<file path="src/rtl/lsu_pkg.sv">
// Shared encodings and lane helpers for the load/store unit.
// Memory op codes, FSM states, access sizes and the byte-lane functions live here.
package lsu_pkg;

    localparam int DATA_W           = 32;
    localparam int DBUS_TIMEOUT_DEF = 255;

    typedef enum logic [2:0] {
        RD_NONE = 3'd0,
        RD_LB   = 3'd1,
        RD_LH   = 3'd2,
        RD_LW   = 3'd3,
        RD_LBU  = 3'd4,
        RD_LHU  = 3'd5
    } mem_rd_op_e;

    typedef enum logic [1:0] {
        WR_NONE = 2'd0,
        WR_SB   = 2'd1,
        WR_SH   = 2'd2,
        WR_SW   = 2'd3
    } mem_wr_op_e;

    typedef enum logic [1:0] {
        ST_IDLE = 2'd0,
        ST_REQ  = 2'd1,
        ST_RESP = 2'd2
    } lsu_state_e;

    typedef enum logic [1:0] {
        SZ_BYTE = 2'd0,
        SZ_HALF = 2'd1,
        SZ_WORD = 2'd2
    } acc_size_e;

    function automatic logic rd_op_valid(input logic [2:0] op);
        return (op >= 3'd1) && (op <= 3'd5);
    endfunction

    // Loads win over stores when both op fields are set.
    function automatic acc_size_e op_size(input logic is_load, input logic [2:0] rd_op,
                                          input logic [1:0] wr_op);
        acc_size_e sz;
        sz = SZ_WORD;
        if (is_load) begin
            case (rd_op)
                RD_LB, RD_LBU: sz = SZ_BYTE;
                RD_LH, RD_LHU: sz = SZ_HALF;
                default:       sz = SZ_WORD;
            endcase
        end else begin
            case (wr_op)
                WR_SB:   sz = SZ_BYTE;
                WR_SH:   sz = SZ_HALF;
                default: sz = SZ_WORD;
            endcase
        end
        return sz;
    endfunction

    function automatic logic [3:0] lane_be(input acc_size_e sz, input logic [1:0] off);
        logic [3:0] be;
        case (sz)
            SZ_BYTE: be = 4'b0001 << off;
            SZ_HALF: be = off[1] ? 4'b1100 : 4'b0011;
            default: be = 4'b1111;
        endcase
        return be;
    endfunction

    function automatic logic [31:0] lane_wdata(input acc_size_e sz, input logic [31:0] wdata);
        logic [31:0] d;
        case (sz)
            SZ_BYTE: d = {4{wdata[7:0]}};
            SZ_HALF: d = {2{wdata[15:0]}};
            default: d = wdata;
        endcase
        return d;
    endfunction

endpackage

</file>
<file path="src/rtl/lsu_load_fmt.sv">
// Combinational load formatter: picks the addressed byte/half out of the bus word
// and sign- or zero-extends it according to the load op.
module lsu_load_fmt
    import lsu_pkg::*;
(
    input  logic [31:0] rdata,
    input  logic [1:0]  off,
    input  logic [2:0]  rd_op,
    output logic [31:0] data
);

    logic [7:0]  byte_s;
    logic [15:0] half_s;

    // Lane select and extension
    always_comb begin
        byte_s = rdata[{off, 3'b000} +: 8];
        half_s = off[1] ? rdata[31:16] : rdata[15:0];
        case (rd_op)
            RD_LB:   data = {{24{byte_s[7]}}, byte_s};
            RD_LBU:  data = {24'h000000, byte_s};
            RD_LH:   data = {{16{half_s[15]}}, half_s};
            RD_LHU:  data = {16'h0000, half_s};
            default: data = rdata;
        endcase
    end

endmodule

</file>
<file path="src/rtl/lsu.sv">
// Load/store unit at the EX->MEM boundary: one req/gnt/rvalid bus transaction per
// memory op, stalling the pipeline until it completes, times out or is found misaligned.
module lsu
    import lsu_pkg::*;
#(
    parameter int DBUS_TIMEOUT = DBUS_TIMEOUT_DEF
) (
    input  logic        clk,
    input  logic        rst,
    input  logic        ex_valid,
    input  logic [2:0]  ex_mem_rd_op,
    input  logic [1:0]  ex_mem_wr_op,
    input  logic [31:0] ex_addr,
    input  logic [31:0] ex_wdata,
    output logic        lsu_mem_rd,
    output logic        lsu_stall,
    output logic        dbus_req,
    output logic        dbus_we,
    output logic [31:0] dbus_addr,
    output logic [31:0] dbus_wdata,
    output logic [3:0]  dbus_be,
    input  logic        dbus_gnt,
    input  logic        dbus_rvalid,
    input  logic [31:0] dbus_rdata,
    output logic [31:0] mem2wb_load_data,
    output logic        mem2wb_load_vld,
    output logic        lsu_misaligned,
    output logic        lsu_bus_err
);

    localparam int CNT_W = (DBUS_TIMEOUT > 1) ? $clog2(DBUS_TIMEOUT + 1) : 1;

    lsu_state_e       state_r, state_nxt_s;
    logic [CNT_W-1:0] cnt_r;
    logic [1:0]       off_r;
    logic [2:0]       rd_op_r;
    logic             is_load_r;

    logic             load_sel_s, op_any_s, misaligned_s, accept_s;
    logic             timeout_s, abort_s, load_done_s;
    acc_size_e        size_s;
    logic [31:0]      fmt_data_s;

    // Decode of the EX-stage op and transaction events
    always_comb begin
        load_sel_s   = rd_op_valid(ex_mem_rd_op);
        op_any_s     = load_sel_s | (ex_mem_wr_op != 2'd0);
        size_s       = op_size(load_sel_s, ex_mem_rd_op, ex_mem_wr_op);
        misaligned_s = ((size_s == SZ_HALF) & ex_addr[0]) |
                       ((size_s == SZ_WORD) & (ex_addr[1:0] != 2'b00));
        accept_s     = (state_r == ST_IDLE) & ex_valid & op_any_s & ~misaligned_s;
        timeout_s    = (DBUS_TIMEOUT != 0) && (cnt_r == CNT_W'(DBUS_TIMEOUT - 1));
        abort_s      = timeout_s & (((state_r == ST_REQ) & ~dbus_gnt) |
                                    ((state_r == ST_RESP) & ~dbus_rvalid));
        // A zero-wait slave may return data in the grant cycle.
        load_done_s  = ((state_r == ST_RESP) & dbus_rvalid) |
                       ((state_r == ST_REQ) & dbus_gnt & dbus_rvalid & is_load_r);
    end

    // FSM state register
    always_ff @(posedge clk) begin
        if (rst) state_r <= ST_IDLE;
        else     state_r <= state_nxt_s;
    end

    // FSM next-state logic
    always_comb begin
        state_nxt_s = state_r;
        case (state_r)
            ST_IDLE: begin
                if (accept_s) state_nxt_s = ST_REQ;
                else          state_nxt_s = ST_IDLE;
            end
            ST_REQ: begin
                if (dbus_gnt) state_nxt_s = (~is_load_r | dbus_rvalid) ? ST_IDLE : ST_RESP;
                else if (timeout_s) state_nxt_s = ST_IDLE;
                else                state_nxt_s = ST_REQ;
            end
            ST_RESP: begin
                if (dbus_rvalid | timeout_s) state_nxt_s = ST_IDLE;
                else                         state_nxt_s = ST_RESP;
            end
            default: state_nxt_s = ST_IDLE;
        endcase
    end

    // FSM combinational outputs
    always_comb begin
        lsu_mem_rd = ex_valid & load_sel_s;
        lsu_stall  = accept_s | (state_r == ST_REQ) | ((state_r == ST_RESP) & ~dbus_rvalid);
    end

    // Wait counter, restarted whenever a REQ or RESP phase begins
    always_ff @(posedge clk) begin
        if (rst || (state_nxt_s != state_r) || (state_r == ST_IDLE)) cnt_r <= '0;
        else                                                        cnt_r <= cnt_r + CNT_W'(1);
    end

    lsu_load_fmt u_fmt (
        .rdata (dbus_rdata),
        .off   (off_r),
        .rd_op (rd_op_r),
        .data  (fmt_data_s)
    );

    // Bus request registers, load result and status pulses
    always_ff @(posedge clk) begin
        if (rst) begin
            dbus_req         <= 1'b0;
            dbus_we          <= 1'b0;
            dbus_addr        <= 32'h0000_0000;
            dbus_wdata       <= 32'h0000_0000;
            dbus_be          <= 4'h0;
            off_r            <= 2'b00;
            rd_op_r          <= 3'd0;
            is_load_r        <= 1'b0;
            mem2wb_load_data <= 32'h0000_0000;
            mem2wb_load_vld  <= 1'b0;
            lsu_misaligned   <= 1'b0;
            lsu_bus_err      <= 1'b0;
        end else begin
            lsu_misaligned  <= (state_r == ST_IDLE) & ex_valid & op_any_s & misaligned_s;
            mem2wb_load_vld <= load_done_s;
            lsu_bus_err     <= abort_s;
            if (accept_s) begin
                dbus_req   <= 1'b1;
                dbus_we    <= ~load_sel_s;
                dbus_addr  <= {ex_addr[31:2], 2'b00};
                dbus_wdata <= lane_wdata(size_s, ex_wdata);
                dbus_be    <= lane_be(size_s, ex_addr[1:0]);
                off_r      <= ex_addr[1:0];
                rd_op_r    <= ex_mem_rd_op;
                is_load_r  <= load_sel_s;
            end else if (((state_r == ST_REQ) & dbus_gnt) | abort_s) begin
                dbus_req <= 1'b0;
            end
            if (load_done_s) mem2wb_load_data <= fmt_data_s;
        end
    end

endmodule

</file>
<file path="config.mk">
export PLATFORM = sky130hd
export DESIGN_NAME = lsu
export DESIGN_NICKNAME = d
export VERILOG_FILES = /design/src/rtl/lsu_pkg.sv /design/src/rtl/lsu_load_fmt.sv /design/src/rtl/lsu.sv
export SDC_FILE = /design/constraint.sdc
export NUM_CORES = 1
export LEC_CHECK = 0
export CORE_ASPECT_RATIO = 1.75
export CORE_UTILIZATION = 50
export DETAILED_ROUTE_END_ITERATION = 6
export GPL_TIMING_DRIVEN = 1
export PLACE_DENSITY_LB_ADDON = 0.12
export SETUP_SLACK_MARGIN = 0.3
export SYNTH_ARGS = -nofsm -noshare
export SYNTH_HDL_FRONTEND = slang
export SYNTH_HIERARCHICAL = 1
export SYNTH_SLANG_ARGS = --single-unit
</file>
<file path="constraint.sdc">
create_clock -name clk -period 4.07 [get_ports clk]
set_input_delay 0.407 -clock clk [delete_from_list [all_inputs] [get_ports clk]]
set_output_delay 0.407 -clock clk [all_outputs]
set_load 0.02 [all_outputs]
</file>
# Word level (Yosys, flattened, before mapping)
# Cells that the tools add are included.
# totals
reg_bits	119
output_inout_bits	107
wordCells	89
# classes
n_addsub	1
magnitude_cmp	2
n_eq_ne	16
shifts	2
n_mux	16
n_bitwise	28
reduce_logical	10
# op_table
operator	count
32-bit case mux with 4 select lines	1
32-bit case mux with 2 select lines	1
32-bit by 6-bit variable part select with 8-bit output	1
16-bit two-way mux	1
1-bit bitwise AND	14
3-bit equality test (second input constant)	4
1-bit bitwise OR	9
8-bit by 1-bit adder with 8-bit output (second input constant)	1
8-bit equality test (second input constant)	1
2-bit two-way mux	4
2-bit case mux with 2 select lines	2
4-bit case mux with 2 select lines	1
2-bit by 1-bit equality test with 1-bit output (second input constant)	3
2-bit equality test (second input constant)	3
3-bit by 1-bit equality test with 1-bit output (second input constant)	2
3-bit by 2-bit equality test with 1-bit output (second input constant)	2
2-bit case mux with 3 select lines	1
2-bit nonzero test	3
1-bit NOT	5
2-bit logical NOT	2
1-bit two-way mux	4
4-bit two-way mux	1
2-bit OR reduction	2
1-bit by 2-bit left shift with 4-bit output (first input constant)	1
other kinds (5)	6

# Depth between registers and ports, before layout
# Gate-level depths: netlist of the first run.
# logic_depth
ltp_word	14
depth_mapped	10

# Hierarchy
# The synthesis of the first run kept the hierarchy.
# modules_own_cells
mod	n_inst	cells_per_inst	area_per_inst_um2	seq_area_each_um2
lsu	1	583	5196.2	2382.3
lsu_load_fmt	1	174	1111.1	0.0

# Worst setup path after synthesis of the first run
# No wires, ideal clock.
# synth_path
kind	input port to output port
startpoint	input port ex_mem_wr_op[0]
endpoint	output port lsu_stall
arrival_ns	2.096
setup_slack_ns	1.567
cell_stages	8
path_cell_list	inv_1 ha_1 buf_4 xnor2_1 o21ai_2 a22oi_4 nor2_4 or3_1
# synth_between
elab_chain_cells	10
# synth_lines
item	line_no	rtl
start, declared	lsu.sv:12	input logic [1:0] ex_mem_wr_op,
2-bit equality test or 2-bit by 1-bit equality test with 1-bit output (tied branches)	lsu_pkg.sv:52	case (wr_op)
2-bit case mux with 2 select lines	lsu_pkg.sv:52	
2-bit two-way mux	lsu_pkg.sv:45	if (is_load) begin
2-bit by 1-bit equality test with 1-bit output or 2-bit equality test (tied branches)	lsu.sv:49, lsu.sv:50	
1-bit bitwise AND (on tied branches)	lsu.sv:49, lsu.sv:50	
1-bit bitwise OR	lsu.sv:49	misaligned_s = ((size_s == SZ_HALF) & ex_addr[0]) |
1-bit NOT	lsu.sv:51	accept_s = (state_r == ST_IDLE) & ex_valid & op_any_s & ~misaligned_s;
1-bit bitwise AND *	lsu.sv:51	
1-bit bitwise OR * (2 in series)	lsu.sv:90	lsu_stall = accept_s | (state_r == ST_REQ) | ((state_r == ST_RESP) & ~dbus_rvalid);
end, declared	lsu.sv:16	output logic lsu_stall,
# Every way passes the cells marked *; elsewhere a longest branch is shown, timed or not.

# Worst setup path after layout of the first run
# Ends and elaborated chain as after synthesis.

==> results of run 1 <==
==> Yosys cell counts, types with 8 or more instances <==
| cell | number |
|---|---|
| dfxtp_1 | 119 |
| o21ai_1 | 10 |
| nand3_1 | 51 |
| buf_1 | 10 |
| o21ai_0 | 46 |
| a222oi_1 | 8 |
| a21oi_1 | 120 |
| mux2i_1 | 30 |
| clkbuf_1 | 21 |
| a211o_1 | 8 |
| a21oi_2 | 14 |
| buf_4 | 11 |
| nor2_1 | 23 |
| o211ai_1 | 8 |
| buf_2 | 20 |
| inv_1 | 13 |
| a221o_1 | 11 |
| a211oi_2 | 23 |
| nand2_1 | 108 |
| nand2_2 | 10 |
==> tightest hold or removal path, stage by stage (launching register included) <==
cell and delay, ns:
dfxtp_1 0.31, nand2_1 0.05, a21oi_1 0.05
==> metrics by stage <==
step / hold slack (ns) / util / worst slack, ns / power [W]
detailed placement: 0.4494 / 0.6882 / 0.6365 / 0.002180
finish: 0.4539 / 0.7371 / 0.6160 / 0.003675
floorplan: 0.4504 / - / 1.567 / 0.001838
global placement: 0.4419 / 0.6882 / 0.6563 / 0.002159
CTS: 0.4576 / 0.7371 / 0.6279 / 0.003683
global route: 0.4725 / 0.7371 / 0.5064 / 0.003800
==> metal layers <==
metal,part of all wire,wire (µm)
met5,0,0
met4,0.050,1030
met3,0.066,1370
met2,0.54,11140
met1,0.35,7204
==> registers in the layout, summed over array words and instances (netlist names) <==
| name | flops |
|---|---|
| cnt_r | 8 |
| dbus_addr | 30 |
| dbus_be | 4 |
| dbus_req | 1 |
| dbus_wdata | 32 |
| dbus_we | 1 |
| is_load_r | 1 |
| lsu_bus_err | 1 |
| lsu_misaligned | 1 |
| mem2wb_load_data | 32 |
| mem2wb_load_vld | 1 |
| off_r | 2 |
| rd_op_r | 3 |
| state_r | 2 |
==> worst paths after layout <==
check                              end            startpoint  slack (ns)
hold reg to reg   mem2wb_load_data[10]  mem2wb_load_data[10]        0.45
setup reg to reg  mem2wb_load_data[20]            rd_op_r[2]        1.84
hold / removal    mem2wb_load_data[10]  mem2wb_load_data[10]        0.45
setup / recovery             lsu_stall       ex_mem_wr_op[0]        0.62
==> layout make-up <==
type                       count  area [µm²]  share of cell area
multi-input combinational    557        3505              0.3918
sequential                   119        2382              0.2663
timing repair buffer         223        2210              0.2470
clock buffer                  19       442.9             0.04952
tap                          165       206.4             0.02308
clock inverter                13       150.1             0.01679
inverter                      13       48.80            0.005455
==> cell families (layout without fill, tap and decap cells) <==
family | after synthesis | count (layout) | share of synthesized area
compound gates | 283 | 283 | 0.3085
simple gates | 224 | 224 | 0.1633
flops | 119 | 119 | 0.3777
buf+inv | 82 | 268 | 0.07023
mux | 33 | 33 | 0.05594
xor+xnor | 9 | 9 | 0.01250
fa+ha+maj | 6 | 6 | 0.01131
other cells | 1 | 2 | 0.0005945
==> power by group through the flow <==
stage	logic (W)	registers (W)	clock network, W
2_1_floorplan	0.000470	0.00137	0
3_3_place_gp	0.000859	0.00130	0
3_5_place_dp	0.000875	0.00130	0
4_1_cts	0.000880	0.00128	0.00152
5_1_grt	0.000943	0.00129	0.00157
6_report	0.000884	0.00128	0.00151
==> flow_summary.yaml, run 1 <==
die:
  die_area_um2: 13090
  die_y_um: 150.6
  die_w_um: 86.90
  initial_core_util: 0.5197
  rows: 53
  ios: 213
  core_um2: 12140
critical_path:
  required_ns: 3.66
  crit_top_cell: "clkdlybuf4s50_1"
  cpPeakStageDelay_ns: 0.58
  cp.depth: 9
  path_cells: "clkdlybuf4s50_1, inv_1, ha_1, xnor2_1, o21ai_2, a22oi_4, nor2_4, or3_1, clkdlybuf4s50_1"
  reg2reg_depth: 6
  start_kind: "primary input"
  critical_path.slowest_cell: "clkdlybuf4s50_1"
  critical_path_class: "in2out"
  cp_num_buf_inv: 3
  worstSetupEndpointType: "output port"
  timing.critical_path.max_delay_family: "buffers and inverters"
  worstPathArrival_ns: 3.05
  cp_max_fo: 7
routing:
  drc: 0
  detail-route-antenna-nets: 0
  viasPerCell: 5.910
  drt-total-wl_mm: 20.75
  num_vias: 6554
  wl_per_cell_um: 18.71
  detail_route.iter0.violations: 438
  drtPass1Iterations: 6
sta:
  fmax_mhz: 289.5
  drv_slew: 0
  rsz0062_at_grt: "false"
  fin_crit_ns: 3.454
  slew_headroom: 0.3021
  post-route-period-util: 0.8487
  setup_violations: 0
  final_hold_viol_count: 0
  tns_ns: 0
  worst_slew_pin_slew_ns: 1.047
  fin_skew_ns: 0.006633
finish:
  layout_commonest_cell: "clkdlybuf4s50_1"
  drive_above_1_share: 0.1186
  num_antenna_cells: 0
  layout.cell_area.non_filler_um2: 8945
  area_growth_pct: 41.82
  nFillCells: 980
  stdcell_count: 1109
  fin_nets: 1041
  layout_common_cells: "clkdlybuf4s50_1 (209), a21oi_1 (120), dfxtp_1 (119)"
power_and_ir_drop:
  internal_power_w: 0.002546
  leakagePower_nw: 3.133
  p_sw_frac: 0.3070
  p_sw_w: 0.001128
  power_density_nw_per_um2: 410.8
  pwr-share-clk: 0.411
  ir_drop_mv: 0.3119
  combPwrFrac: 0.241
  seqPwrFrac: 0.349
yosys:
  async_reset_ff_frac: 0
  synth-main-ff-cell: "dfxtp_1"
  ys_ff_latch: 119
  syn_area_um2: 6307
  syn_inst: 757
  syn_area_per_cell_um2: 8.332
  seq_area_frac_synth: 0.3777
  synthDistinctLibCells: 63
  synth_area_leaders: "dfxtp_1 (38%), a21oi_1 (9.5%), nand2_1 (6.4%), mux2i_1 (4.8%), a211oi_2 (4.6%)"
  synth-edff-count: 0
  yosysTopAreaCellShare: 0.3777
  synth.yosys.warnings: 6
  synth_area_leader_cell: "dfxtp_1"
cts:
  worstSkewPairLatency_ns: 0.41
  clk_path_buf_depth: 2
  cts_tree: "done"
  cts_max_level: 4
  cts_resized: 0
  cts.reportedPaths.clkPinSlew_ns: 0.06
  post_cts_buffers: 0
  cts_inserted_buffers: 17
  numClockSinks: 119
  root_buffer: "clkbuf_16"
  ctsHoldBuffers: 0
placed_design:
  io_buffer_count: 210
  dpl_cell_area_um2: 8352
  dp.cells: 1077
  hpwl_mm: 14.91
  place.gp.congestion: 0.9629
grt:
  antenna_found_initial: 0
  grt_pass1_wl_mm: 31.62
  gr-total-overflow: 0
  top_usage_layer: "met2"
  met1_usage: 0.3143
  grt_pass1_vias: 6213
  use_met2: 0.5780
  grtUsageTotal: 0.3136
  gr-usage-met3: 0.07456
  grt_max_degree: 77
flow_run:
  max_cap_violations: 0
status:
  status: "finished clean"
min_path:
  hp-class: "reg2reg"
  min_path_cells: 2
Power figures use the tool's default switching activity.
==> inputs of run 2 (changes only) <==
Settings changed: CORE_UTILIZATION 50 to 46.
Clock period 4.07 ns to 3.2 ns, I/O delays scaled along.
==> run 2 against run 1 <==
Die area rose by 8.5%; flip-flop and latch count unchanged; critical path depth unchanged; non-clock buffer count up 13; critical endpoint unchanged; first-iteration DRC count is 17% lower.
==> flow_summary.yaml, run 2 (same netlist as run 1, synthesis figures left out) <==
finish:
  nFillCells: 1120
  fin_nets: 1054
  drive_above_1_share: 0.1348
  area_growth_pct: 44.22
  layout.cell_area.non_filler_um2: 9096
  layout_common_cells: "clkdlybuf4s50_1 (208), a21oi_1 (120), dfxtp_1 (119)"
  num_antenna_cells: 0
  reg_top3: "dbus_wdata x32, mem2wb_load_data x32, dbus_addr x30"
  layout_commonest_cell: "clkdlybuf4s50_1"
  stdcell_count: 1131
cts:
  cts_max_level: 4
  cts_tree: "done"
  cts_inserted_buffers: 17
  numClockSinks: 119
  worstSkewPairLatency_ns: 0.41
  cts.reportedPaths.clkPinSlew_ns: 0.06
  root_buffer: "clkbuf_16"
  clk_path_buf_depth: 2
status:
  status: "finished clean"
sta:
  fin_skew_ns: 0.01144
  tns_ns: 0
  slew_headroom: 0.5256
  final_hold_viol_count: 0
  fin_crit_ns: 2.683
  worst_slew_pin_slew_ns: 0.7117
  fmax_mhz: 372.8
  setup_ws_ns: 0.5174
  setup_violations: 0
  rsz0062_at_grt: "false"
  drv_slew: 0
  post-route-period-util: 0.8383
placed_design:
  io_buffer_count: 210
  place.gp.congestion: 0.9769
  hpwl_mm: 14.94
  dp.cells: 1099
  dpl_cell_area_um2: 8473
  pre_cts_ws_ns: 0.02126
power_and_ir_drop:
  power_density_nw_per_um2: 520.1
  power_w: 0.004731
  ir_drop_mv: 0.4121
  leakagePower_nw: 3.214
critical_path:
  required_ns: 2.88
  timing.critical_path.max_delay_family: "buffers and inverters"
  rrSetupSlack_ns: 0.97
  cp_max_fo: 4
  cp.depth: 9
  path_cells: "clkdlybuf4s50_1, inv_1, ha_2, xnor2_2, o21ai_2, a22oi_4, nor2_4, or3_1, clkbuf_2"
  critical_path.slowest_cell: "clkdlybuf4s50_1"
  worstSetupEndpointType: "output port"
  reg2reg_depth: 6
  worstPathArrival_ns: 2.36
  start_kind: "primary input"
  critical_path_class: "in2out"
  cp_num_buf_inv: 3
  cpPeakStageDelay_ns: 0.48
die:
  die_area_um2: 14200
  die_w_um: 90.52
  core_um2: 13380
  rows: 56
  initial_core_util: 0.4713
  die_y_um: 156.9
  ios: 213
grt:
  grt_max_degree: 57
  grtUsageTotal: 0.2906
  grt_pass1_vias: 6538
  gr-total-overflow: 0
  antenna_found_initial: 0
  grt_pass1_wl_mm: 32.73
routing:
  detail_route.iter0.violations: 365
  drt-total-wl_mm: 20.60
  wl_per_cell_um: 18.22
  drc: 0
  num_vias: 6537
  detail-route-antenna-nets: 0
  drtPass1Iterations: 7
  viasPerCell: 5.780
min_path:
  hp-class: "reg2reg"
  min_path_cells: 2
flow_run:
  max_cap_violations: 0
run 2: cell types whose count changed in the layout (fill, tap and decap cells not counted), moves of 2 or more:
cell      change
buf_4        +12
ha_2          +2
clkinv_4      -3
inv_6         +3
ha_1          -2
run 2: what timing repair did:
action	in CTS	in global routing
cloned	0	0
setup endpoints to repair	1	1
pin swaps	0	3
setup buffers	0	0
hold endpoints to repair	0	0
resized for setup	2	6
hold buffers	0	0
run 2: where the power goes:
| group | total, W | internal [W] | switching [W] |
|---|---|---|---|
| logic | 0.00115 | 0.000512 | 0.000637 |
| clock network | 0.00195 | 0.00123 | 0.000722 |
| registers | 0.00163 | 0.00157 | 0.0000603 |
| total | 0.00473 | 0.00331 | 0.00142 |
run 2: routing by layer:
metal / part of all wire / routed length [µm] / global-route usage
met1: 0.35 / 7211 / 0.2809
met2: 0.54 / 11090 / 0.5473
met3: 0.064 / 1315 / 0.07440
met4: 0.048 / 986 / 0.1743
met5: 0 / 0 / 0
run 2: worst paths after layout:
path,startpoint,to
min,mem2wb_load_data[24],mem2wb_load_data[24]
min reg2reg,mem2wb_load_data[24],mem2wb_load_data[24]
max,ex_mem_wr_op[1],lsu_stall
max reg2reg,rd_op_r[2],mem2wb_load_data[4]
run 2: layout make-up:
cell class,instances,area [µm²],share of cell area
multi-input combinational,557,3530,0.3880
sequential,119,2382,0.2619
timing repair buffer,236,2315,0.2545
clock buffer,18,429.2,0.04718
tap,174,217.7,0.02393
clock inverter,14,173.9,0.01912
inverter,13,48.80,0.005365
run 2: worst min-delay path, cell delays in order (launching register included):
cell	delay, ns
dfxtp_1	0.31
nand2_1	0.05
a21oi_1	0.05
run 2: per-stage QoR:
step	utilization	hold slack, ns
after floorplan	-	0.3993
after global placement	0.6331	0.4427
after detailed placement	0.6331	0.4466
after CTS	0.6787	0.4425
after global routing	0.6797	0.4634
final	0.6797	0.4524
